<file path="src/rtl/eeg_drain_pkg.sv">
// Shared definitions for the output-RAM drain engine.
//   state_t    : drain FSM states
//   FIFO_DEPTH : depth of the output buffer between RAM read data and out_*
package eeg_drain_pkg;

  typedef enum logic [1:0] {
    IDLE  = 2'd0,
    READ  = 2'd1,
    FLUSH = 2'd2,
    DONE  = 2'd3
  } state_t;

  localparam int unsigned FIFO_DEPTH = 2;
  localparam int unsigned FIFO_CW    = $clog2(FIFO_DEPTH + 1);

endpackage

</file>
<file path="src/rtl/eeg_oram_drain_if.sv">
// Chip output word stream of the drain engine.
//   out_vld : word valid (driven by master)
//   out_rdy : downstream ready (driven by slave)
//   out_dat : output word (driven by master)
interface eeg_oram_drain_if #(
  parameter int unsigned OUT_DW = 8
) ();

  logic              out_vld;
  logic              out_rdy;
  logic [OUT_DW-1:0] out_dat;

  modport master (output out_vld, output out_dat, input out_rdy);
  modport slave  (input out_vld, input out_dat, output out_rdy);

endinterface

</file>
<file path="src/rtl/eeg_drain_fifo.sv">
// Two-entry buffer with registered head output.
//   clk, rst_n : clock, async active-low reset
//   push, din  : write a word (caller guarantees room)
//   pop        : consume the head word (caller guarantees vld)
//   vld, dout  : head valid / head word, both registered
//   cnt        : current occupancy
module eeg_drain_fifo
  import eeg_drain_pkg::*;
#(
  parameter int unsigned DW = 8
) (
  input  logic               clk,
  input  logic               rst_n,
  input  logic               push,
  input  logic [DW-1:0]      din,
  input  logic               pop,
  output logic               vld,
  output logic [DW-1:0]      dout,
  output logic [FIFO_CW-1:0] cnt
);

  localparam logic [FIFO_CW-1:0] FULL = FIFO_CW'(FIFO_DEPTH);
  localparam logic [FIFO_CW-1:0] ONE  = FIFO_CW'(1);

  logic [DW-1:0] tail;

  // Head lives directly in dout so out_dat never passes through a mux
  // driven by the pop side.
  always_ff @(posedge clk or negedge rst_n) begin
    if (!rst_n) begin
      cnt  <= '0;
      vld  <= 1'b0;
      dout <= '0;
      tail <= '0;
    end else begin
      unique case ({push, pop})
        2'b10: begin
          if (cnt == '0) dout <= din;
          else           tail <= din;
          cnt <= cnt + ONE;
          vld <= 1'b1;
        end
        2'b01: begin
          if (cnt == FULL) dout <= tail;
          cnt <= cnt - ONE;
          vld <= (cnt == FULL);
        end
        2'b11: begin
          if (cnt == FULL) begin
            dout <= tail;
            tail <= din;
          end else begin
            dout <= din;
          end
        end
        default: ;
      endcase
    end
  end

endmodule

</file>
<file path="src/rtl/eeg_oram_drain.sv">
// Drains len words from one selected output RAM bank onto the chip output
// stream, buffering returned read data in a 2-entry FIFO.
//   clk, rst_n    : clock, async active-low reset
//   start_i       : single-cycle drain request (accepted only when idle)
//   cfg_oram_idx  : one-hot bank select (lowest set bit wins)
//   cfg_len       : number of words to drain (0 .. 2^ORAM_AW)
//   busy_o        : drain in progress
//   done_o        : single-cycle completion pulse
//   ram_ren_o     : per-bank read enable
//   ram_addr_o    : shared read address
//   ram_rdata_i   : bank read data, valid one cycle after ren
//   out_if        : output word stream (vld/rdy/dat)
module eeg_oram_drain
  import eeg_drain_pkg::*;
#(
  parameter int unsigned ORAM_NUM = 4,
  parameter int unsigned ORAM_AW  = 8,
  parameter int unsigned OUT_DW   = 8
) (
  input  logic                       clk,
  input  logic                       rst_n,
  input  logic                       start_i,
  input  logic [ORAM_NUM-1:0]        cfg_oram_idx,
  input  logic [ORAM_AW:0]           cfg_len,
  output logic                       busy_o,
  output logic                       done_o,
  output logic [ORAM_NUM-1:0]        ram_ren_o,
  output logic [ORAM_AW-1:0]         ram_addr_o,
  input  logic [ORAM_NUM*OUT_DW-1:0] ram_rdata_i,
  eeg_oram_drain_if.master           out_if
);

  localparam int unsigned LW = ORAM_AW + 1;

  state_t               state;
  logic [ORAM_NUM-1:0]  bank_oh;
  logic [LW-1:0]        len_q;
  logic [LW-1:0]        rd_cnt;
  logic [LW-1:0]        pop_cnt;
  logic                 inflight;
  logic [ORAM_NUM-1:0]  lowest;
  logic                 issue;
  logic                 pop;
  logic [OUT_DW-1:0]    rd_word;
  logic                 fifo_vld;
  logic [OUT_DW-1:0]    fifo_dout;
  logic [FIFO_CW-1:0]   fifo_cnt;

  assign lowest = cfg_oram_idx & (~cfg_oram_idx + ORAM_NUM'(1));
  assign pop    = fifo_vld & out_if.out_rdy;

  // Read issue must see this cycle's pop to sustain one word per cycle,
  // so ren is decoded combinationally from registered state/count plus pop.
  always_comb begin
    issue = 1'b0;
    if (state == READ)
      issue = (fifo_cnt + {1'b0, inflight}) < (pop ? 2'd3 : 2'd2);
  end

  assign ram_ren_o  = issue ? bank_oh : '0;
  assign ram_addr_o = rd_cnt[ORAM_AW-1:0];

  always_comb begin
    rd_word = '0;
    for (int unsigned k = 0; k < ORAM_NUM; k++)
      if (bank_oh[k]) rd_word = rd_word | ram_rdata_i[k*OUT_DW +: OUT_DW];
  end

  always_ff @(posedge clk or negedge rst_n) begin
    if (!rst_n) begin
      state    <= IDLE;
      bank_oh  <= '0;
      len_q    <= '0;
      rd_cnt   <= '0;
      pop_cnt  <= '0;
      inflight <= 1'b0;
      busy_o   <= 1'b0;
      done_o   <= 1'b0;
    end else begin
      inflight <= issue;
      done_o   <= 1'b0;
      if (pop) pop_cnt <= pop_cnt + LW'(1);
      unique case (state)
        IDLE: begin
          if (start_i) begin
            bank_oh <= lowest;
            len_q   <= cfg_len;
            rd_cnt  <= '0;
            pop_cnt <= '0;
            busy_o  <= 1'b1;
            if (cfg_len == '0 || cfg_oram_idx == '0) begin
              state  <= DONE;
              done_o <= 1'b1;
            end else begin
              state <= READ;
            end
          end
        end
        READ: begin
          if (issue) begin
            rd_cnt <= rd_cnt + LW'(1);
            if (rd_cnt == len_q - LW'(1)) state <= FLUSH;
          end
        end
        FLUSH: begin
          if (pop && pop_cnt == len_q - LW'(1)) begin
            state  <= DONE;
            done_o <= 1'b1;
          end
        end
        DONE: begin
          state  <= IDLE;
          busy_o <= 1'b0;
        end
        default: state <= IDLE;
      endcase
    end
  end

  eeg_drain_fifo #(
    .DW (OUT_DW)
  ) u_fifo (
    .clk   (clk),
    .rst_n (rst_n),
    .push  (inflight),
    .din   (rd_word),
    .pop   (pop),
    .vld   (fifo_vld),
    .dout  (fifo_dout),
    .cnt   (fifo_cnt)
  );

  assign out_if.out_vld = fifo_vld;
  assign out_if.out_dat = fifo_dout;

endmodule

</file>
<file path="src/flat_wrapper.sv">
// flat-port wrapper written by rule: the top's interface ports become plain ports
module eeg_oram_drain_flat import eeg_drain_pkg::*;
#(
  parameter int unsigned ORAM_NUM = 4,
  parameter int unsigned ORAM_AW  = 8,
  parameter int unsigned OUT_DW   = 8
)
  (clk, rst_n, start_i, cfg_oram_idx, cfg_len, busy_o, done_o, ram_ren_o, ram_addr_o, ram_rdata_i, out_if_out_vld, out_if_out_dat, out_if_out_rdy);
  eeg_oram_drain_if #(.OUT_DW(OUT_DW)) out_if_i ();
  input  logic clk;
  input  logic rst_n;
  input  logic start_i;
  input  logic [ORAM_NUM-1:0] cfg_oram_idx;
  input  logic [ORAM_AW:0] cfg_len;
  output logic busy_o;
  output logic done_o;
  output logic [ORAM_NUM-1:0] ram_ren_o;
  output logic [ORAM_AW-1:0] ram_addr_o;
  input  logic [ORAM_NUM*OUT_DW-1:0] ram_rdata_i;
  output wire logic [$bits(out_if_i.out_vld)-1:0] out_if_out_vld;
  output wire logic [$bits(out_if_i.out_dat)-1:0] out_if_out_dat;
  input wire logic [$bits(out_if_i.out_rdy)-1:0] out_if_out_rdy;
  assign out_if_out_vld = out_if_i.out_vld;
  assign out_if_out_dat = out_if_i.out_dat;
  assign out_if_i.out_rdy = out_if_out_rdy;
  eeg_oram_drain #(.ORAM_NUM(ORAM_NUM), .ORAM_AW(ORAM_AW), .OUT_DW(OUT_DW)) u_core (.clk(clk), .rst_n(rst_n), .start_i(start_i), .cfg_oram_idx(cfg_oram_idx), .cfg_len(cfg_len), .busy_o(busy_o), .done_o(done_o), .ram_ren_o(ram_ren_o), .ram_addr_o(ram_addr_o), .ram_rdata_i(ram_rdata_i), .out_if(out_if_i));
endmodule
</file>
<file path="config.mk">
export PLATFORM = sky130hd
export DESIGN_NAME = eeg_oram_drain_flat
export DESIGN_NICKNAME = d
export VERILOG_FILES = /design/src/rtl/eeg_drain_pkg.sv /design/src/rtl/eeg_oram_drain_if.sv /design/src/rtl/eeg_drain_fifo.sv /design/src/rtl/eeg_oram_drain.sv /design/src/flat_wrapper.sv
export SDC_FILE = /design/constraint.sdc
export NUM_CORES = 1
export LEC_CHECK = 0
export ABC_AREA = 1
export CAP_MARGIN = 20
export CORE_ASPECT_RATIO = 1.5
export CORE_MARGIN = 1
export CORE_UTILIZATION = 47
export CTS_CLUSTER_SIZE = 40
export DETAILED_ROUTE_END_ITERATION = 16
export PLACE_DENSITY = 0.77
export SLEW_MARGIN = 20
export SYNTH_ARGS = -nofsm -noshare
export SYNTH_HDL_FRONTEND = slang
export SYNTH_SLANG_ARGS = --single-unit
</file>
<file path="constraint.sdc">
create_clock -name clk -period 1.7 [get_ports clk]
set_clock_uncertainty 0.1 [all_clocks]
set_input_delay 0.255 -clock clk [delete_from_list [all_inputs] [get_ports clk]]
set_output_delay 0.255 -clock clk [all_outputs]
set_load 0.01 [all_outputs]
</file>
### Word-level counts from Yosys, hierarchy flattened

Cells that the tools add are included.

| storage, ports and cells | value |
|---|---|
| register bits | 55 |
| bits in latches | 0 |
| memory bits (writable) | 0 |
| bits in read-only memories | 0 |
| memories | 0 |

| cells by class | value |
|---|---|
| $add $sub $neg | 7 |
| $mul | 0 |
| divide/modulo/power cells | 0 |
| magnitude comparators | 1 |
| eq/ne operators | 17 |
| shift-type cells | 0 |
| muxes and demuxes | 34 |
| bitwise logic cells | 6 |
| reductions and logical operators | 17 |

Operators with widths:

| cell | number |
|---|---|
| $mux 8 | 9 |
| $mux 9 | 5 |
| $or 8x8->8 | 3 |
| $pmux 8 s3 | 1 |
| $add 9x1->9 const B | 2 |
| $eq 9x9->1 | 2 |
| $pmux 9 s2 | 1 |
| $pmux 8 s2 | 1 |
| $ne 2x2->1 const B | 6 |
| $eq 2x2->1 const B | 5 |
| $mux 2 | 5 |
| $logic_not 9->1 | 1 |
| $reduce_and 3->1 | 3 |
| $sub 9x1->9 const B | 1 |
| $pmux 2 s4 | 1 |
| $reduce_bool 2->1 | 4 |
| $mux 1 | 6 |
| $pmux 1 s2 | 3 |
| $add 4x1->4 const B | 1 |
| $and 4x4->4 | 1 |
| $eq 2x1->1 const B | 2 |
| $logic_not 2->1 | 2 |
| $logic_not 4->1 | 1 |
| $mux 4 | 1 |
| 13 further kinds | 15 |

### Depth between registers and ports, before layout

Gate-level depths: netlist (run 1).

| logic depth | value |
|---|---|
| depth after elaboration | 9 |
| depth in mapped cells | 15 |

### Modules after synthesis

A second synthesis (run 1) with hierarchy kept.

| unflattened totals | value |
|---|---|
| cell total of the unflattened synthesis | 506 |
| area, all modules | 3,654.8 sq um |

By module, submodules not included:

| module | instances | cells an instance | area each (sq um) | sequential area each (sq um) |
|---|---|---|---|---|
| eeg_oram_drain | 1 | 382 | 2,650.0 | 900.9 |
| eeg_drain_fifo | 1 | 124 | 1,004.7 | 475.5 |

### Worst setup path before layout (run 1)

Ideal clock, no wire load.

| timing | value |
|---|---|
| path kind | register to register |
| start point | reg u_core.len_q[0] |
| end point | reg u_core.state[0] |
| library setup time | 117 ps |
| arrival time | 1,677 ps |
| slack | -194 ps |
| stages on the path, launching flop included | 15 |
| path buffers | 0 |
| period minus slack after synthesis | 1,894 ps |
| path through | dfrtp_1 inv_1 ha_1 inv_1 nand2_1 nand2_1 xor2_1 nor2_1 nand2_1 nor2_1 nand3_1 nand2_2 nand3_2 nand2_1 nand2_1 |

| on the way | value |
|---|---|
| word-level cells in the longest chain between the ends | 5 |
| elaborated cells on any way between the ends | 7 |
| classes of those cells | add/sub: 1; eq/ne: 4; reduce/logical: 2 |

RTL lines:

| item | RTL line | text |
|---|---|---|
| from (decl) | eeg_oram_drain.sv:37 | `logic [LW-1:0] len_q;` |
| from (signal assigned) | eeg_oram_drain.sv:87 | `len_q <= cfg_len;` |
| $sub 9x1->9 (*) | eeg_oram_drain.sv:102, eeg_oram_drain.sv:106 |  |
| $eq 9x9->1 | eeg_oram_drain.sv:106 | `if (pop && pop_cnt == len_q - LW'(1)) begin` |
| $logic_and 1x1->1 | eeg_oram_drain.sv:106 |  |
| $ne 2x1->1 (no line) | n/a |  |
| $reduce_and 4->1 (no line) (*) | n/a |  |
| to (signal assigned) | eeg_oram_drain.sv:107 | `state <= DONE;` |
| to (signal assigned) | eeg_oram_drain.sv:112 | `state <= IDLE;` |
| to (signal assigned) | eeg_oram_drain.sv:115 | `default: state <= IDLE;` |
| to (decl) | eeg_oram_drain.sv:35 | `state_t state;` |

Every way passes the cells marked *; elsewhere a longest branch is shown, timed or not.
A chain may end at the register's enable or synchronous reset.

### Final worst setup path (run 1)

| timing | value |
|---|---|
| start point | reg u_core.u_fifo.cnt[0] |
| end point | out ram_ren_o[1] |

| on the way | value |
|---|---|
| word-level cells in the longest chain between the ends | 4 |

RTL lines:

| item | RTL line | text |
|---|---|---|
| from (decl) | eeg_drain_fifo.sv:19 | `output logic [FIFO_CW-1:0] cnt` |
| from (signal assigned) | eeg_drain_fifo.sv:40 | `cnt <= cnt + ONE;` |
| from (signal assigned) | eeg_drain_fifo.sv:45 | `cnt <= cnt - ONE;` |
| $add 2x1->2 | eeg_oram_drain.sv:57 | `issue = (fifo_cnt + {1'b0, inflight}) < (pop ? 2'd3 : 2'd2);` |
| $lt 2x2->1 | eeg_oram_drain.sv:57 |  |
| $mux 1 | eeg_oram_drain.sv:56 | `if (state == READ)` |
| $mux 4 | eeg_oram_drain.sv:60 | `assign ram_ren_o = issue ? bank_oh : '0;` |
| to (decl) | flat_wrapper.sv:17 | `output logic [ORAM_NUM-1:0] ram_ren_o;` |

No other way between the ends.

==> flow_summary.yaml, run 1 <==
run_status:
  status: "finished with violations"
  violations: "negative setup slack"
sta:
  worstMarginPinSlew_ps: 492
  setup_repair_after_global_routing_missed_its_margin: "yes"
  final_period_minus_worst_setup_slack_ps: 1970
  report.final.setup_viol: 27
  finalSetupTns_ps: -3910
  max_freq_mhz: 509
  timing.final.max_slew_violations: 0
  finalHoldViolations: 0
  timing.final.crit_share: 1.16
  fin_ws_ps: -266
  worst_relative_slew_slack: 0.672
power_and_ir_drop:
  total_power_w: 0.00851
  vdd.ir_drop.worst_v: 0.00111
  p_leak_nw: 2.46
  power.density_cell_area_nw_per_um2: 1600
clock_tree:
  cts_sinks: 55
  cts_htree_levels: 2
  cts.root.buffer_cell: "sky130_fd_sc_hd__clkbuf_8"
  clk_latency_ps: 320
  clock_tree_buf_depth: 2
  clkSlewWorstSetupHoldPaths_ps: 110
  cts_tree: "built"
  cts_made_buffers: 5
synthesis:
  count_of_yosys_warnings_during_synthesis: 0
  synth_cell_types: 32
  synth.net_count: 516
  syn_avg_cell_area_um2: 7.61
  postSynthCellCount: 455
  post_synth_instance_area_um2: 3460
  synth_sequential_area_ratio: 0.398
  ys_ff_latch: 55
run:
  number_of_max_capacitance_violations_reported: 0
hold_path:
  min-delay-path-class: "in2async"
floorplan:
  pin_count: 72
  die-area_um2: 7720
  coreArea_um2: 7180
  die_width_um: 72.1
  die_boundary_height_um: 107
  core.rowCount: 38
  floorplan.initialDensity: 0.482
critical_path:
  crit_arrival_ps: 1610
  path_class: "reg2out"
  start_kind: "register"
  path_max_fanout: 5
  critical_path.endpoint_type: "output port"
  required_ps: 1340
  worst-r2r-cell-count: 9
global_route:
  via_count_of_the_first_global_routing_pass: 3788
  global_route_wire_length_before_repair_mm: 16.7
  aggregate_global_route_resource_usage: 0.279
  antenna_found_initial: 0
  grt_total_ovfl: 0
  grt_max_degree: 56
routing:
  avgViaCountPerCell: 5.37
  drt-wirelength-per-cell_um: 15.3
  length_of_the_first_detailed_routing_pass_in_iterations: 5
  initialDrtViolationCount: 158
  drc_errors: 0
  detail-route-antenna-nets: 0
  routed_wl_mm: 10.7
  dr_total_vias: 3757
cells_and_area:
  finish.net_count: 660
  fin_area_um2: 5330
  final_core_util: 0.742
  antenna_cells_inserted: 0
  post_route_cells_drive_above_1_share: 0.317
  syn_to_layout_area_delta_pct: 53.9
placed_design:
  detailed_place_hpwl_mm: 7.62
  port_buffers: 71
  place_area_um2: 4740
  finalWeightedCongestion: 0.952
  pre_cts_slack_ps: -613
-- flip-flops by register name, indices dropped and copies added, names as in the netlist --
| register | cells |
|---|---|
| u_core.bank_oh | 4 |
| u_core.busy_o | 1 |
| u_core.done_o | 1 |
| u_core.inflight | 1 |
| u_core.len_q | 9 |
| u_core.pop_cnt | 9 |
| u_core.rd_cnt | 9 |
| u_core.state | 2 |
| u_core.u_fifo.cnt | 2 |
| u_core.u_fifo.dout | 8 |
| u_core.u_fifo.tail | 8 |
| u_core.u_fifo.vld | 1 |
-- cells by family (layout without fill, tap and decap cells) --
group           Yosys count  after routing  share of synthesized area
fa+ha+maj                12             12                     0.0434
simple gates            198            198                      0.260
compound gates           91             91                      0.164
buf+inv                  87            232                      0.104
flops                    55             55                      0.398
xor+xnor                 12             12                     0.0304
-- critical path: stages (launching register included) --
cell and delay, ps:
sky130_fd_sc_hd__dfrtp_1 420, sky130_fd_sc_hd__ha_4 260, sky130_fd_sc_hd__o21ai_2 190, sky130_fd_sc_hd__nand2_2 140
sky130_fd_sc_hd__nor2_2 120, sky130_fd_sc_hd__buf_2 150
-- cell usage in the layout, fill, tap and decap left out, types with 7 or more instances in the layout --
cell                              count
sky130_fd_sc_hd__nand2_1             72
sky130_fd_sc_hd__buf_4               65
sky130_fd_sc_hd__clkdlybuf4s50_1     63
sky130_fd_sc_hd__inv_1               59
sky130_fd_sc_hd__dfrtp_1             48
sky130_fd_sc_hd__nand3_1             36
sky130_fd_sc_hd__nand2_2             24
sky130_fd_sc_hd__nor2_1              22
sky130_fd_sc_hd__o21ai_1             22
sky130_fd_sc_hd__o21ai_0             17
sky130_fd_sc_hd__nor2_2              12
sky130_fd_sc_hd__buf_6               12
sky130_fd_sc_hd__xor2_1              11
sky130_fd_sc_hd__o21ai_2              9
sky130_fd_sc_hd__a21oi_1              9
sky130_fd_sc_hd__nand4_1              8
sky130_fd_sc_hd__a221oi_1             8
sky130_fd_sc_hd__o211ai_1             8
sky130_fd_sc_hd__ha_1                 7
sky130_fd_sc_hd__dfrtp_2              7
-- cell usage after synthesis --
cell / count / share of area
sky130_fd_sc_hd__nor3_4: 1 / 0.0047
sky130_fd_sc_hd__buf_2: 3 / 0.0043
sky130_fd_sc_hd__dfrtp_1: 55 / 0.40
sky130_fd_sc_hd__clkbuf_1: 5 / 0.0054
sky130_fd_sc_hd__inv_2: 1 / 0.0011
sky130_fd_sc_hd__nand2_2: 9 / 0.016
sky130_fd_sc_hd__a221oi_1: 8 / 0.020
sky130_fd_sc_hd__a21oi_1: 11 / 0.016
sky130_fd_sc_hd__nand4_1: 8 / 0.014
sky130_fd_sc_hd__o31ai_1: 4 / 0.0087
sky130_fd_sc_hd__nor3_1: 7 / 0.010
sky130_fd_sc_hd__o21a_1: 1 / 0.0022
sky130_fd_sc_hd__nand3b_1: 2 / 0.0043
sky130_fd_sc_hd__a21oi_4: 2 / 0.0094
sky130_fd_sc_hd__nand3_2: 1 / 0.0029
sky130_fd_sc_hd__o32ai_1: 2 / 0.0051
sky130_fd_sc_hd__nand2_1: 89 / 0.097
sky130_fd_sc_hd__nor2_1: 34 / 0.037
sky130_fd_sc_hd__o22ai_1: 2 / 0.0036
sky130_fd_sc_hd__nand3_1: 39 / 0.056
sky130_fd_sc_hd__o21ai_1: 1 / 0.0014
sky130_fd_sc_hd__nor2_2: 4 / 0.0072
sky130_fd_sc_hd__o21ai_0: 47 / 0.068
sky130_fd_sc_hd__inv_1: 68 / 0.074
sky130_fd_sc_hd__or2_2: 2 / 0.0036
sky130_fd_sc_hd__a22o_1: 5 / 0.013
sky130_fd_sc_hd__ha_1: 12 / 0.043
sky130_fd_sc_hd__buf_1: 2 / 0.0022
sky130_fd_sc_hd__o211ai_1: 8 / 0.017
sky130_fd_sc_hd__buf_4: 8 / 0.017
sky130_fd_sc_hd__nor2_4: 2 / 0.0065
sky130_fd_sc_hd__xor2_1: 12 / 0.030
-- routing by layer --
| layer | track usage | up-vias | routed length, um |
|---|---|---|---|
| met5 | 0 | - | 0 |
| li1 | - | 1786 | - |
| met2 | 0.550 | 149 | 6100 |
| met1 | 0.258 | 1774 | 3700 |
| met3 | 0.0376 | 48 | 409 |
| met4 | 0.171 | 0 | 511 |
-- final cells by class --
class	instances	area, um2
repair buffers	155	1410
clock buffers	5	68.8
fillers	511	1850
multi-input cells	313	2040
clock inverters	3	22.5
inverters	69	277
well taps	100	125
flip-flops and latches	55	1390
-- per-stage QoR --
stage          hold WS, ps  cells
2_1_floorplan         -141    455
3_3_place_gp           180    674
3_5_place_dp           183    674
4_1_cts                375    692
5_1_grt                378    700
6_report               354    700
-- report_power, final --
group / switching [W] / total [W] / internal [W] / leakage, nW
clock network: 0.000481 / 0.000778 / 0.000297 / 0.0485
registers: 0.000479 / 0.00226 / 0.00178 / 0.685
logic: 0.00285 / 0.00547 / 0.00262 / 1.73
-- path summary, 6_finish.rpt --
path / from / to / slack (ps)
max: u_core.u_fifo.cnt[0] / ram_ren_o[1] / -270
min in group clk: cfg_len[7] / u_core.len_q[7] / 400
max reg2reg: u_core.u_fifo.cnt[0] / u_core.rd_cnt[6] / -230
min reg2reg: u_core.u_fifo.tail[3] / u_core.u_fifo.tail[3] / 400
max in group asynchronous: rst_n / u_core.rd_cnt[4] / 860
min: rst_n / u_core.u_fifo.dout[0] / 350
-- timing repair --
item / CTS / global route
setup endpoints to repair: 43 / 41
resized for setup: 82 / 73
pin swaps: 15 / 32
gates cloned: 2 / 1
buffers inserted: 7 / 9
hold buffers: 1 / 0
hold endpoints to repair: 55 / 0
Note: power is estimated with default switching activity, not from simulation.
==> run 2: changes to the inputs <==
--- a/config.mk
+++ b/config.mk
@@ -17,3 +17,4 @@
 export SYNTH_ARGS = -nofsm -noshare
 export SYNTH_HDL_FRONTEND = slang
 export SYNTH_SLANG_ARGS = --single-unit
+export TNS_END_PERCENT = 30
==> run 2 against run 1 <==
Against the previous run:
- final area is 5.2% lower
- die area stayed put
- maximum frequency is 1.9% higher
- global-route usage is 0.93 points lower
- via count is 4.0% lower
- hold slack better by 6.6 ps
- first-iteration DRC count is 13% higher
- largest power group unchanged
- routed wire length is 5.5% lower
- sequential share of layout area is 1.4 points higher
- non-clock buffer count is 14 lower
- critical path type is now reg2reg
- register-to-register slack hardly changed
- the run still ends with negative setup slack left
- critical path depth is 8 higher
==> flow_summary.yaml, run 2 (synthesis results as in run 1) <==
critical_path:
  worst-r2r-cell-count: 13
  path_max_fanout: 3
  worstReg2RegStart: "u_core.len_q[1]"
  path_class: "reg2reg"
  start_kind: "register"
  timing.rr.end: "u_core.state[0]"
  reg2reg_setup_slack_ps: -230
  setup.worst_path.start: "u_core.len_q[1]"
  worstSetupEndpoint: "u_core.state[0]"
  required_ps: 1810
  crit_arrival_ps: 2040
  critical_path.endpoint_type: "register"
sta:
  worstMarginPinSlew_ps: 434
  report.final.setup_viol: 24
  finalSetupTns_ps: -3080
  fin_ws_ps: -230
  final_period_minus_worst_setup_slack_ps: 1930
  timing.final.crit_share: 1.14
  setup_repair_after_global_routing_missed_its_margin: "yes"
  max_freq_mhz: 518
  worst_relative_slew_slack: 0.710
  timing.final.max_slew_violations: 0
  finalHoldViolations: 0
floorplan:
  die_width_um: 72.1
  die-area_um2: 7720
  die_boundary_height_um: 107
  coreArea_um2: 7180
  floorplan.initialDensity: 0.482
  core.rowCount: 38
  pin_count: 72
power_and_ir_drop:
  power.density_cell_area_nw_per_um2: 1570
  p_leak_nw: 2.37
  vdd.ir_drop.worst_v: 0.00112
cells_and_area:
  layout_commonest_cell: "sky130_fd_sc_hd__nand2_1"
  finish.net_count: 646
  antenna_cells_inserted: 0
  multi_input_area_um2: 1910
  largest_registers: "u_core.len_q x9, u_core.pop_cnt x9, u_core.rd_cnt x9"
  final-instance-count-excl-fill: 686
  final_core_util: 0.703
  nFillCells: 565
  mostFrequentLayoutCells: "sky130_fd_sc_hd__nand2_1, sky130_fd_sc_hd__inv_1, sky130_fd_sc_hd__clkdlybuf4s50_1, sky130_fd_sc_hd__buf_4, sky130_fd_sc_hd__dfrtp_1"
  post_route_cells_drive_above_1_share: 0.266
  syn_to_layout_area_delta_pct: 45.8
  seq_area_um2: 1380
routing:
  dr_total_vias: 3607
  routed_wl_mm: 10.1
  drt-wirelength-per-cell_um: 14.8
  length_of_the_first_detailed_routing_pass_in_iterations: 5
  initialDrtViolationCount: 179
  detail-route-antenna-nets: 0
  avgViaCountPerCell: 5.26
  drc_errors: 0
placed_design:
  detailed_place_hpwl_mm: 7.62
  pre_cts_slack_ps: -613
  number_of_cells_after_detailed_placement: 674
  finalWeightedCongestion: 0.952
  port_buffers: 71
clock_tree:
  cts_made_buffers: 5
  cts.root.buffer_cell: "sky130_fd_sc_hd__clkbuf_8"
  clk_latency_ps: 320
  cts_sinks: 55
  cts_htree_levels: 2
  clock_tree_buf_depth: 2
  cts_tree: "built"
  clkSlewWorstSetupHoldPaths_ps: 110
run_status:
  violations: "negative setup slack"
  status: "finished with violations"
global_route:
  grt_total_ovfl: 0
  via_count_of_the_first_global_routing_pass: 3742
  antenna_found_initial: 0
  global_route_wire_length_before_repair_mm: 16.2
  aggregate_global_route_resource_usage: 0.270
  grt_max_degree: 56
run:
  number_of_max_capacitance_violations_reported: 0
hold_path:
  min-delay-path-class: "in2async"
run 2: metrics by stage:
| step | power (W) | cell area, um2 | hold WS (ps) |
|---|---|---|---|
| finish | 0.00792 | 5050 | 360 |
| global route | 0.00850 | 5050 | 376 |
| CTS | 0.00764 | 4960 | 375 |
| detailed placement | 0.00661 | 4740 | 183 |
| global placement | 0.00642 | 4740 | 180 |
| floorplan | 0.00465 | 3500 | -141 |
run 2: critical path, cell delays in order (launching register included):
cell and delay (ps):
sky130_fd_sc_hd__dfrtp_1 390, sky130_fd_sc_hd__inv_2 70, sky130_fd_sc_hd__ha_4 280, sky130_fd_sc_hd__nor2_1 40, sky130_fd_sc_hd__a21oi_1 140, sky130_fd_sc_hd__nand3_1 110
sky130_fd_sc_hd__nor2_2 130, sky130_fd_sc_hd__nand2_1 80, sky130_fd_sc_hd__nor2_2 120, sky130_fd_sc_hd__nand3_2 90, sky130_fd_sc_hd__nand2_2 110, sky130_fd_sc_hd__nand3_2 80
sky130_fd_sc_hd__nand2_1 60, sky130_fd_sc_hd__nand2_1 40
run 2: worst min path at each step:
stage / from / endpoint / slack [ps] / cells after the start
floorplan: rst_n / u_core.bank_oh[0] / -140 / 0
global placement: rst_n / u_core.u_fifo.dout[0] / 180 / 2
detailed placement: rst_n / u_core.u_fifo.dout[2] / 180 / 2
CTS: rst_n / u_core.u_fifo.dout[2] / 370 / 3
global route: rst_n / u_core.u_fifo.dout[0] / 380 / 3
finish: rst_n / u_core.u_fifo.dout[0] / 360 / 3
run 2: layout make-up:
class                      count  area share
clock inverter                 3     0.00446
timing repair buffer         141       0.251
multi-input combinational    313       0.379
clock buffer                   5      0.0136
tap                          100      0.0248
sequential                    55       0.274
inverter                      69      0.0528
run 2: timing repair:
action,CTS,global route
endpoints found under the hold margin,55,0
setup buffers,1,2
gates cloned,0,0
hold buffers,1,0
pin swaps,13,18
resized for setup,69,32
endpoints found under the setup margin,43,40
run 2: power breakdown:
group	internal (W)	switching, W	total (W)	leakage, nW
registers	0.00178	0.000436	0.00221	0.686
logic	0.00230	0.00264	0.00494	1.64
clock network	0.000297	0.000467	0.000764	0.0485
total	0.00437	0.00354	0.00792	2.37
run 2: layer usage:
metal | global-route usage | up-vias | wire (um)
li1 | - | 1753 | -
met1 | 0.255 | 1701 | 3600
met4 | 0.164 | 0 | 457
met2 | 0.527 | 112 | 5720
met5 | 0 | - | 0
met3 | 0.0367 | 41 | 342
==> run 3: changes to the inputs <==
--- a/config.mk
+++ b/config.mk
@@ -7,12 +7,12 @@
 export LEC_CHECK = 0
 export ABC_AREA = 1
 export CAP_MARGIN = 20
-export CORE_ASPECT_RATIO = 1.5
+export CORE_ASPECT_RATIO = 0.7
 export CORE_MARGIN = 1
-export CORE_UTILIZATION = 47
+export CORE_UTILIZATION = 52
 export CTS_CLUSTER_SIZE = 40
 export DETAILED_ROUTE_END_ITERATION = 16
-export PLACE_DENSITY = 0.77
+export PLACE_DENSITY = 0.81
 export SLEW_MARGIN = 20
 export SYNTH_ARGS = -nofsm -noshare
 export SYNTH_HDL_FRONTEND = slang
==> constraint.sdc (replaced) <==
create_clock -name clk -period 2 [get_ports clk]
set_clock_uncertainty 0.1 [all_clocks]
set_input_delay 0.4 -clock clk [delete_from_list [all_inputs] [get_ports clk]]
set_output_delay 0.4 -clock clk [all_outputs]
set_load 0.01 [all_outputs]
==> run 3 against run 2 <==
Against the previous run:
- the run still ends with negative setup slack left
- routed wire length rose by 3.6%
- die area down 9.4%
- global-route usage grew 2.8 points
==> flow_summary.yaml, run 3 (synthesis results as in run 1) <==
critical_path:
  crit_arrival_ps: 1580
  path_class: "reg2out"
  critical_path.endpoint_type: "output port"
  start_kind: "register"
  worst-r2r-cell-count: 10
  path_max_fanout: 5
  required_ps: 1500
floorplan:
  coreArea_um2: 6340
  die_width_um: 99.5
  pin_count: 72
  die_boundary_height_um: 70.3
  die-area_um2: 6990
  floorplan.initialDensity: 0.546
  core.rowCount: 24
sta:
  finalHoldViolations: 0
  final_period_minus_worst_setup_slack_ps: 2080
  worst_relative_slew_slack: 0.755
  max_freq_mhz: 480
  worstMarginPinSlew_ps: 367
  timing.final.crit_share: 1.04
  setup_repair_after_global_routing_missed_its_margin: "yes"
  timing.final.max_slew_violations: 0
  fin_ws_ps: -83.2
  report.final.setup_viol: 7
placed_design:
  detailed_place_hpwl_mm: 7.19
  port_buffers: 71
  finalWeightedCongestion: 0.872
  number_of_cells_after_detailed_placement: 632
  pre_cts_slack_ps: -500
global_route:
  aggregate_global_route_resource_usage: 0.298
  grt_max_degree: 56
  global_route_wire_length_before_repair_mm: 16.1
  grt_total_ovfl: 0
  via_count_of_the_first_global_routing_pass: 3395
  antenna_found_initial: 0
routing:
  avgViaCountPerCell: 5.65
  dr_total_vias: 3685
  drt-wirelength-per-cell_um: 16.1
  routed_wl_mm: 10.5
  detail-route-antenna-nets: 0
  initialDrtViolationCount: 411
  length_of_the_first_detailed_routing_pass_in_iterations: 5
  drc_errors: 0
power_and_ir_drop:
  power.density_cell_area_nw_per_um2: 1400
  p_leak_nw: 2.26
  vdd.ir_drop.worst_v: 0.000853
run_status:
  status: "finished with violations"
  violations: "negative setup slack"
clock_tree:
  cts.root.buffer_cell: "sky130_fd_sc_hd__clkbuf_8"
  clock_tree_buf_depth: 2
  cts_sinks: 55
  cts_htree_levels: 2
  cts_tree: "built"
  clk_latency_ps: 310
  clkSlewWorstSetupHoldPaths_ps: 100
  cts_made_buffers: 5
cells_and_area:
  syn_to_layout_area_delta_pct: 42.3
  final-instance-count-excl-fill: 652
  largest_registers: "u_core.len_q x9, u_core.pop_cnt x9, u_core.rd_cnt x9"
  layout_commonest_cell: "sky130_fd_sc_hd__nand2_1"
  nFillCells: 401
  mostFrequentLayoutCells: "sky130_fd_sc_hd__nand2_1, sky130_fd_sc_hd__clkdlybuf4s50_1, sky130_fd_sc_hd__inv_1, sky130_fd_sc_hd__dfrtp_1, sky130_fd_sc_hd__o21ai_0"
  finish.net_count: 621
  antenna_cells_inserted: 0
  multi_input_area_um2: 1970
  seq_area_um2: 1380
  post_route_cells_drive_above_1_share: 0.223
hold_path:
  timing.hold.worst_path_depth: 2
  min-delay-path-class: "reg2reg"
run:
  number_of_max_capacitance_violations_reported: 0
-- run 3: cell types whose count changed in the layout (fill, tap and decap cells not counted), sizes merged --
| cell | previous run | this run |
|---|---|---|
| bufinv | 0 | 1 |
| clkbuf | 5 | 7 |
| inv | 70 | 69 |
| clkinv | 2 | 1 |
| clkdlybuf4s50 | 61 | 65 |
| dlygate4sd2 | 3 | 0 |
| buf | 74 | 48 |
| dlymetal6s2s | 2 | 1 |
-- run 3: area by class of cell --
class / count / share of cell area
sequential: 55 / 0.280
clock inverter: 2 / 0.00711
clock buffer: 6 / 0.0168
timing repair buffer: 116 / 0.220
tap: 91 / 0.0231
inverter: 69 / 0.0536
multi-input combinational: 313 / 0.399
-- run 3: where the power goes --
group / switching [W] / internal, W
logic: 0.00237 / 0.00183
registers: 0.000405 / 0.00151
clock network: 0.000388 / 0.000406
total: 0.00316 / 0.00375
-- run 3: layer usage --
metal / vias to the layer above / part of all wire / GRT usage
met4: 0 / 0.015 / 0.0752
li1: 1708 / - / -
met2: 209 / 0.45 / 0.480
met3: 25 / 0.084 / 0.0420
met1: 1743 / 0.45 / 0.424
met5: - / 0 / 0
-- run 3: final timing paths --
check / startpoint / end / slack [ps]
worst min-delay path: u_core.u_fifo.tail[4] / u_core.u_fifo.tail[4] / 390
worst min register to register: u_core.u_fifo.tail[4] / u_core.u_fifo.tail[4] / 390
max in group asynchronous: rst_n / u_core.len_q[2] / 1020
worst max-delay path: u_core.u_fifo.cnt[0] / ram_ren_o[1] / -80
min in group asynchronous: rst_n / u_core.u_fifo.dout[7] / 510
worst max register to register: u_core.inflight / u_core.u_fifo.dout[6] / -50
-- run 3: worst max-delay path: stages, from the launching register on --
cell and delay, ps:
sky130_fd_sc_hd__dfrtp_1 450, sky130_fd_sc_hd__ha_4 280, sky130_fd_sc_hd__o21ai_4 200, sky130_fd_sc_hd__nand2_4 100
sky130_fd_sc_hd__nor2_2 100, sky130_fd_sc_hd__buf_2 140
-- run 3: what timing repair did --
| item | CTS | global route |
|---|---|---|
| buffers inserted | 2 | 8 |
| hold buffers | 1 | 0 |
| gates resized for setup | 42 | 49 |
| hold endpoints to repair | 55 | 0 |
| endpoints found under the setup margin | 24 | 30 |
| cloned | 0 | 1 |
| pin swaps | 9 | 23 |
-- run 3: through the flow --
step / hold WS, ps / area, um2 / power [W] / TNS [ps] / util
after floorplan: 4.41 / 3460 / 0.00389 / 0 / -
after global placement: 321 / 4450 / 0.00510 / -8820 / 0.703
after detailed placement: 325 / 4450 / 0.00527 / -10500 / 0.703
after CTS: 392 / 4670 / 0.00623 / -109 / 0.737
after global routing: 430 / 4930 / 0.00739 / -987 / 0.777
final: 394 / 4930 / 0.00691 / -325 / 0.777
==> patch 1 (settings of run 3) <==
`ORAM_NUM` is set to 4 in 2 places; all go to 8.
--- a/src/rtl/eeg_oram_drain.sv
+++ b/src/rtl/eeg_oram_drain.sv
@@ -14,5 +14,5 @@
   import eeg_drain_pkg::*;
 #(
-  parameter int unsigned ORAM_NUM = 4,
+  parameter int unsigned ORAM_NUM = 8,
   parameter int unsigned ORAM_AW  = 8,
   parameter int unsigned OUT_DW   = 8
--- a/src/flat_wrapper.sv
+++ b/src/flat_wrapper.sv
@@ -2,5 +2,5 @@
 module eeg_oram_drain_flat import eeg_drain_pkg::*;
 #(
-  parameter int unsigned ORAM_NUM = 4,
+  parameter int unsigned ORAM_NUM = 8,
   parameter int unsigned ORAM_AW  = 8,
   parameter int unsigned OUT_DW   = 8
Interface: changed (resized cfg_oram_idx, ram_rdata_i and ram_ren_o); port bits go from 72 to 112. No check against the original RTL was run, so the function may have changed too.
==> patch 1 against run 3 <==
Cell area rose by 17%. Synthesized area rose by 11%. Critical path type unchanged. Count of clock-buffer cells in the layout is 3 higher. The flow still finishes with violations (negative setup slack). Sequential cell count up 4. Highest routed layer unchanged. Routed wire length up 26%. Critical path depth grew 1. Setup slack got worse by 0.11 ns. Power up 8.2%.
==> patch 1: results (changes against run 3) <==
| Metric | Value |
|---|---|
| Final WS setup | `-0.1952 ns (was -0.08317 ns)` |
| RePlAce Congestion | `0.9370 (was 0.8719)` |
| Port Buffer Count | `111 (was 71)` |
| Layout cell share with drive strength beyond 1 | `0.2168 (was 0.2228)` |
| Iter 0 DRT Violations | `434 (was 411)` |
| Initial DRT Pass Iterations | `5 (unchanged)` |
| Via density | `5.681 (was 5.652)` |
| Post-synth top cells | `143 x nand2_1, 59 x dfrtp_1, 59 x inv_1 (was 89 x nand2_1, 68 x inv_1, 55 x dfrtp_1)` |
| Cell area after layout | `5778 µm² (was 4926 µm²)` |
| Slowest stage delay, CP | `0.41 ns (was 0.45 ns)` |
| Largest net degree at the start of global routing | `60 (was 56)` |
| R2R setup slack | `-0.06 ns` |
| Setup-failing EPs final | `10 (was 7)` |
| Synth Flop Type | `dfrtp_1 (unchanged)` |
| Crit path DAT | `1.70 ns (was 1.58 ns)` |
| Unique masters post-synth | `38 (was 32)` |
| HP Class | `reg -> reg (unchanged)` |
| Syn_nets | `618 (was 516)` |
| Worst-Skew Late Latency | `0.35 ns (was 0.31 ns)` |
| Seq/Total Area, Yosys | `0.3844 (was 0.3977)` |
| CP max FO | `5 (unchanged)` |
| Ys async rst share | `1.000 (unchanged)` |
| Failing checks | `negative setup slack (unchanged)` |
| Mux cell area share after synthesis | `0.01173 (was 0)` |
| Synth warnings | `0 (unchanged)` |
| Critical path's slowest cell | `dfrtp_1 (unchanged)` |
| Clock transition at the registers of the reported paths | `0.07 ns (was 0.10 ns)` |
| Top flop regs | `u_core.len_q x9, u_core.pop_cnt x9, u_core.rd_cnt x9 (unchanged)` |
| Largest cells by area after synthesis | `dfrtp_1 38%, nand2_1 14%, inv_1 5.8% (was dfrtp_1 40%, nand2_1 9.7%, inv_1 7.4%)` |
| DP Area | `5308 µm² (was 4452 µm²)` |
| Initial antenna violation count | `0 (unchanged)` |
| Maximum VDD drop | `0.9581 mV (was 0.8528 mV)` |
| Total wire length | `13240 µm (was 10480 µm)` |
| Clock Tree Buf Depth | `2 (unchanged)` |
| Leak pwr | `2.653 nW (was 2.257 nW)` |
| GRT Total Usage | `0.3389 (was 0.2976)` |
| CTS Buf Count | `9 (was 5)` |
| Fin Hold WS | `0.3984 ns (was 0.3943 ns)` |
| Adder-Cell Fraction of Synth Area | `0.03909 (was 0.04338)` |
| Final net count | `770 (was 621)` |
| Htree depth | `3 (was 2)` |
| Vias in the first global route | `4146 (was 3395)` |
| Synth Area in Compound Gates | `0.1476 (was 0.1645)` |
| Worst slew pin tran | `0.4616 ns (was 0.3670 ns)` |
| Antenna cells | `0 (unchanged)` |
| Post-synthesis xor/xnor area fraction | `0.02964 (was 0.03037)` |
| First-pass GRT wire length | `20200 µm (was 16100 µm)` |
| Status | `finished with violations (unchanged)` |
| Clock Tree Root | `clkbuf_8 (unchanged)` |
| Detailed placement HPWL | `9532 µm (was 7189 µm)` |
## patch 1: cell types whose count changed after synthesis, moves of 8 or more
cell	change
clkbuf_1	+8
o211ai_1	-8
nor2_1	+15
inv_1	-9
nand2_2	-8
o21ai_0	-25
a22oi_1	+8
nand2_1	+54
## patch 1: cell type report
class / count / area (µm²)
multi-input cells: 376 / 2222
repair buffers: 164 / 1545
flip-flops and latches: 59 / 1483
fillers: 450 / 1166
inverters: 63 / 241.5
clock buffers: 9 / 123.9
well taps: 94 / 117.6
clock inverters: 7 / 45.04
## patch 1: logic make-up (layout without fill, tap and decap cells)
kind of cell / after synthesis / in the layout
buffers and inverters: 86 / 243
and+or+nand+nor: 261 / 261
xor gates and xnor gates: 13 / 13
AOI/OAI and AO/OA: 86 / 86
adders and majority gates: 12 / 12
muxes: 4 / 4
DFF: 59 / 59
## patch 1: layer usage
layer,global-route usage,up-vias,routed length [µm]
li1,-,2027,-
met1,0.4620,2088,5779
met2,0.5276,226,6005
met3,0.09938,45,1117
met4,0.1049,0,340
met5,0,-,0
## patch 1: final timing paths
kind                       depth (start not counted)               endpoint            startpoint
setup / recovery                                   6           ram_ren_o[6]  u_core.u_fifo.cnt[0]
hold / removal                                     1      u_core.pop_cnt[8]     u_core.pop_cnt[8]
setup reg to reg                                  13        u_core.state[0]       u_core.len_q[1]
hold reg to reg                                    1      u_core.pop_cnt[8]     u_core.pop_cnt[8]
max in group asynchronous                          3        u_core.len_q[2]                 rst_n
min in group asynchronous                          3  u_core.u_fifo.dout[0]                 rst_n
## patch 1: timing repair
| action | CTS | global route |
|---|---|---|
| endpoints found under the setup margin | 10 | 40 |
| pin swaps | 3 | 22 |
| gates resized for setup | 39 | 60 |
| buffers inserted | 3 | 6 |
| hold buffers | 1 | 0 |
| endpoints found under the hold margin | 59 | 0 |
## patch 1: critical path, delay by kind of cell, from the launching register on
kind | cells | cell delay (ns)
compound gates | 1 | 0.17
fa+ha+maj | 1 | 0.26
buf+inv | 2 | 0.30
flops | 1 | 0.41
simple gates | 2 | 0.20
## patch 1: per-stage QoR
step / setup TNS (ns) / setup slack [ns] / cells
detailed placement: -12.32 / -0.6413 / 746
finish: -1.255 / -0.1952 / 772
CTS: -1.583 / -0.2049 / 766
global route: -1.872 / -0.2460 / 772
floorplan: 0 / 0.1254 / 521
global placement: -9.856 / -0.5925 / 746
## patch 1: report_power, final
| group | switching (mW) | total [mW] | internal [mW] |
|---|---|---|---|
| registers | 0.394 | 2.00 | 1.61 |
| logic | 2.49 | 4.50 | 2.02 |
| clock network | 0.526 | 0.969 | 0.443 |
| total | 3.41 | 7.47 | 4.07 |
==> patch 2 (settings of run 3) <==
Made on the original files. Make the reset (`rst_n`) synchronous in 2 clocked blocks. Comments in the files are not updated.
--- a/src/rtl/eeg_drain_fifo.sv
+++ b/src/rtl/eeg_drain_fifo.sv
@@ -27,5 +27,5 @@
   // Head lives directly in dout so out_dat never passes through a mux
   // driven by the pop side.
-  always_ff @(posedge clk or negedge rst_n) begin
+  always_ff @(posedge clk) begin
     if (!rst_n) begin
       cnt  <= '0;
--- a/src/rtl/eeg_oram_drain.sv
+++ b/src/rtl/eeg_oram_drain.sv
@@ -67,5 +67,5 @@
   end
 
-  always_ff @(posedge clk or negedge rst_n) begin
+  always_ff @(posedge clk) begin
     if (!rst_n) begin
       state    <= IDLE;
Check against the original RTL: differs if rst_n is asserted again (counterexample within 4 cycles, from zero or initial values and one cycle with rst_n low); with rst_n held inactive, the same outputs for 10 cycles.
==> patch 2 against run 3 <==
Setup slack gained 0.11 ns. Synthesized cell count increased by 8.4%. First-iteration DRC count is 31% lower. Power fell by 32%. Cell area down 9.3%. Worst hold slack lost 0.029 ns. Sequential cell count unchanged. Synthesized area shrank 5.2%. Global-route usage is 0.057 points lower. Sequential power fell by 24%. Routed wire length is 8.7% lower. Die area fell by 5.1%. Critical path type unchanged.
==> patch 2: results (changes against run 3) <==
| Metric | Value |
|---|---|
| Status | `finished clean (was finished with violations)` |
| Crit path DAT | `1.47 ns (was 1.58 ns)` |
| Vias in the first global route | `3235 (was 3395)` |
| Num rows | `23 (was 24)` |
| RePlAce Congestion | `0.9511 (was 0.8719)` |
| Synth Flop Type | `dfxtp_1 (was dfrtp_1)` |
| Register area | `1109 µm² (was 1378 µm²)` |
| Maximum VDD drop | `0.6108 mV (was 0.8528 mV)` |
| Worst slew pin tran | `0.3513 ns (was 0.3670 ns)` |
| Largest cells by area after synthesis | `dfxtp_1 34%, nand2_1 13%, nor2_1 7.0% (was dfrtp_1 40%, nand2_1 9.7%, inv_1 7.4%)` |
| Multi-input gates | `353 (was 313)` |
| Mapped Cells | `493 (was 455)` |
| Clk network pwr share | `0.155 (was 0.115)` |
| Met1 usage | `0.4109 (was 0.4240)` |
| Total wire length | `9571 µm (was 10480 µm)` |
| Layout cell share with drive strength beyond 1 | `0.1772 (was 0.2228)` |
| Vias | `3612 (was 3685)` |
| Iter 0 DRT Violations | `284 (was 411)` |
| DP Area | `4237 µm² (was 4452 µm²)` |
| Place WS | `-0.4551 ns (was -0.5002 ns)` |
| Non-clk invs | `63 (was 69)` |
| Logic pwr share | `0.536 (was 0.608)` |
| Wl on met1 | `4371 µm (was 4678 µm)` |
| Drt wl/cell | `14.46 µm (was 16.08 µm)` |
| Met2 Wirelength | `4102 µm (was 4765 µm)` |
| Sequential share of cell area | `0.2481 (was 0.2797)` |
| Syn_nets | `554 (was 516)` |
| Largest net degree at the start of global routing | `26 (was 56)` |
| Unique masters post-synth | `35 (was 32)` |
| Routing usage on met2 | `0.4639 (was 0.4799)` |
| Final net count | `648 (was 621)` |
| Ys async rst share | `0 (was 1.000)` |
| Slowest stage delay, CP | `0.37 ns (was 0.45 ns)` |
| First-pass GRT wire length | `15250 µm (was 16100 µm)` |
| Seq/Total Area, Yosys | `0.3357 (was 0.3977)` |
| Fill cells | `439 (was 401)` |
| Footprint of the multi-input gates | `1939 µm² (was 1967 µm²)` |
| Signal buffers | `109 (was 116)` |
-- patch 2: cell count changes in the layout (fill, tap and decap cells not counted), moves of 5 or more --
cell / run 3 / this run
o211ai_1: 8 / 0
dfrtp_1: 54 / 0
nand2_1: 79 / 104
nor2_4: 8 / 1
a211oi_1: 0 / 10
o21ai_0: 44 / 26
a21oi_1: 11 / 22
dfxtp_1: 0 / 51
a22o_1: 5 / 0
nor2_1: 20 / 53
inv_1: 61 / 53
-- patch 2: worst register-to-register path, stage by stage, from the launching register on --
cell and delay (ns):
dfxtp_2 0.35, inv_2 0.05, ha_4 0.29, inv_2 0.03, nand2_1 0.06, nand2_1 0.06
nor2_2 0.07, nand2_1 0.07, nor2_1 0.08, nand3_1 0.09, nor2_2 0.20, nand2_1 0.09
nand2_2 0.08, nand3_4 0.09, nand2_2 0.08, nand2_1 0.04, nor2_1 0.10
-- patch 2: timing repair --
action                                  in CTS  in global routing
hold buffers                                 0                  0
setup buffers                                1                  2
pin swaps                                    2                 27
resized for setup                           27                 29
endpoints found under the setup margin       8                 10
-- patch 2: kinds of logic (layout without fill, tap and decap cells) --
family,count (synthesis),in the layout,synth area share
simple gates,253,253,0.3384
buf+inv,85,179,0.1095
compound gates,79,79,0.1465
flops,55,55,0.3358
fa+ha+maj,12,12,0.04578
xor+xnor,9,9,0.02404
-- patch 2: worst paths after layout --
| check | startpoint | to | depth (start not counted) |
|---|---|---|---|
| max | u_core.inflight | ram_ren_o[0] | 7 |
| min | u_core.u_fifo.dout[3] | u_core.u_fifo.dout[3] | 2 |
| max reg2reg | u_core.len_q[0] | u_core.state[1] | 16 |
| min reg2reg | u_core.u_fifo.dout[3] | u_core.u_fifo.dout[3] | 2 |
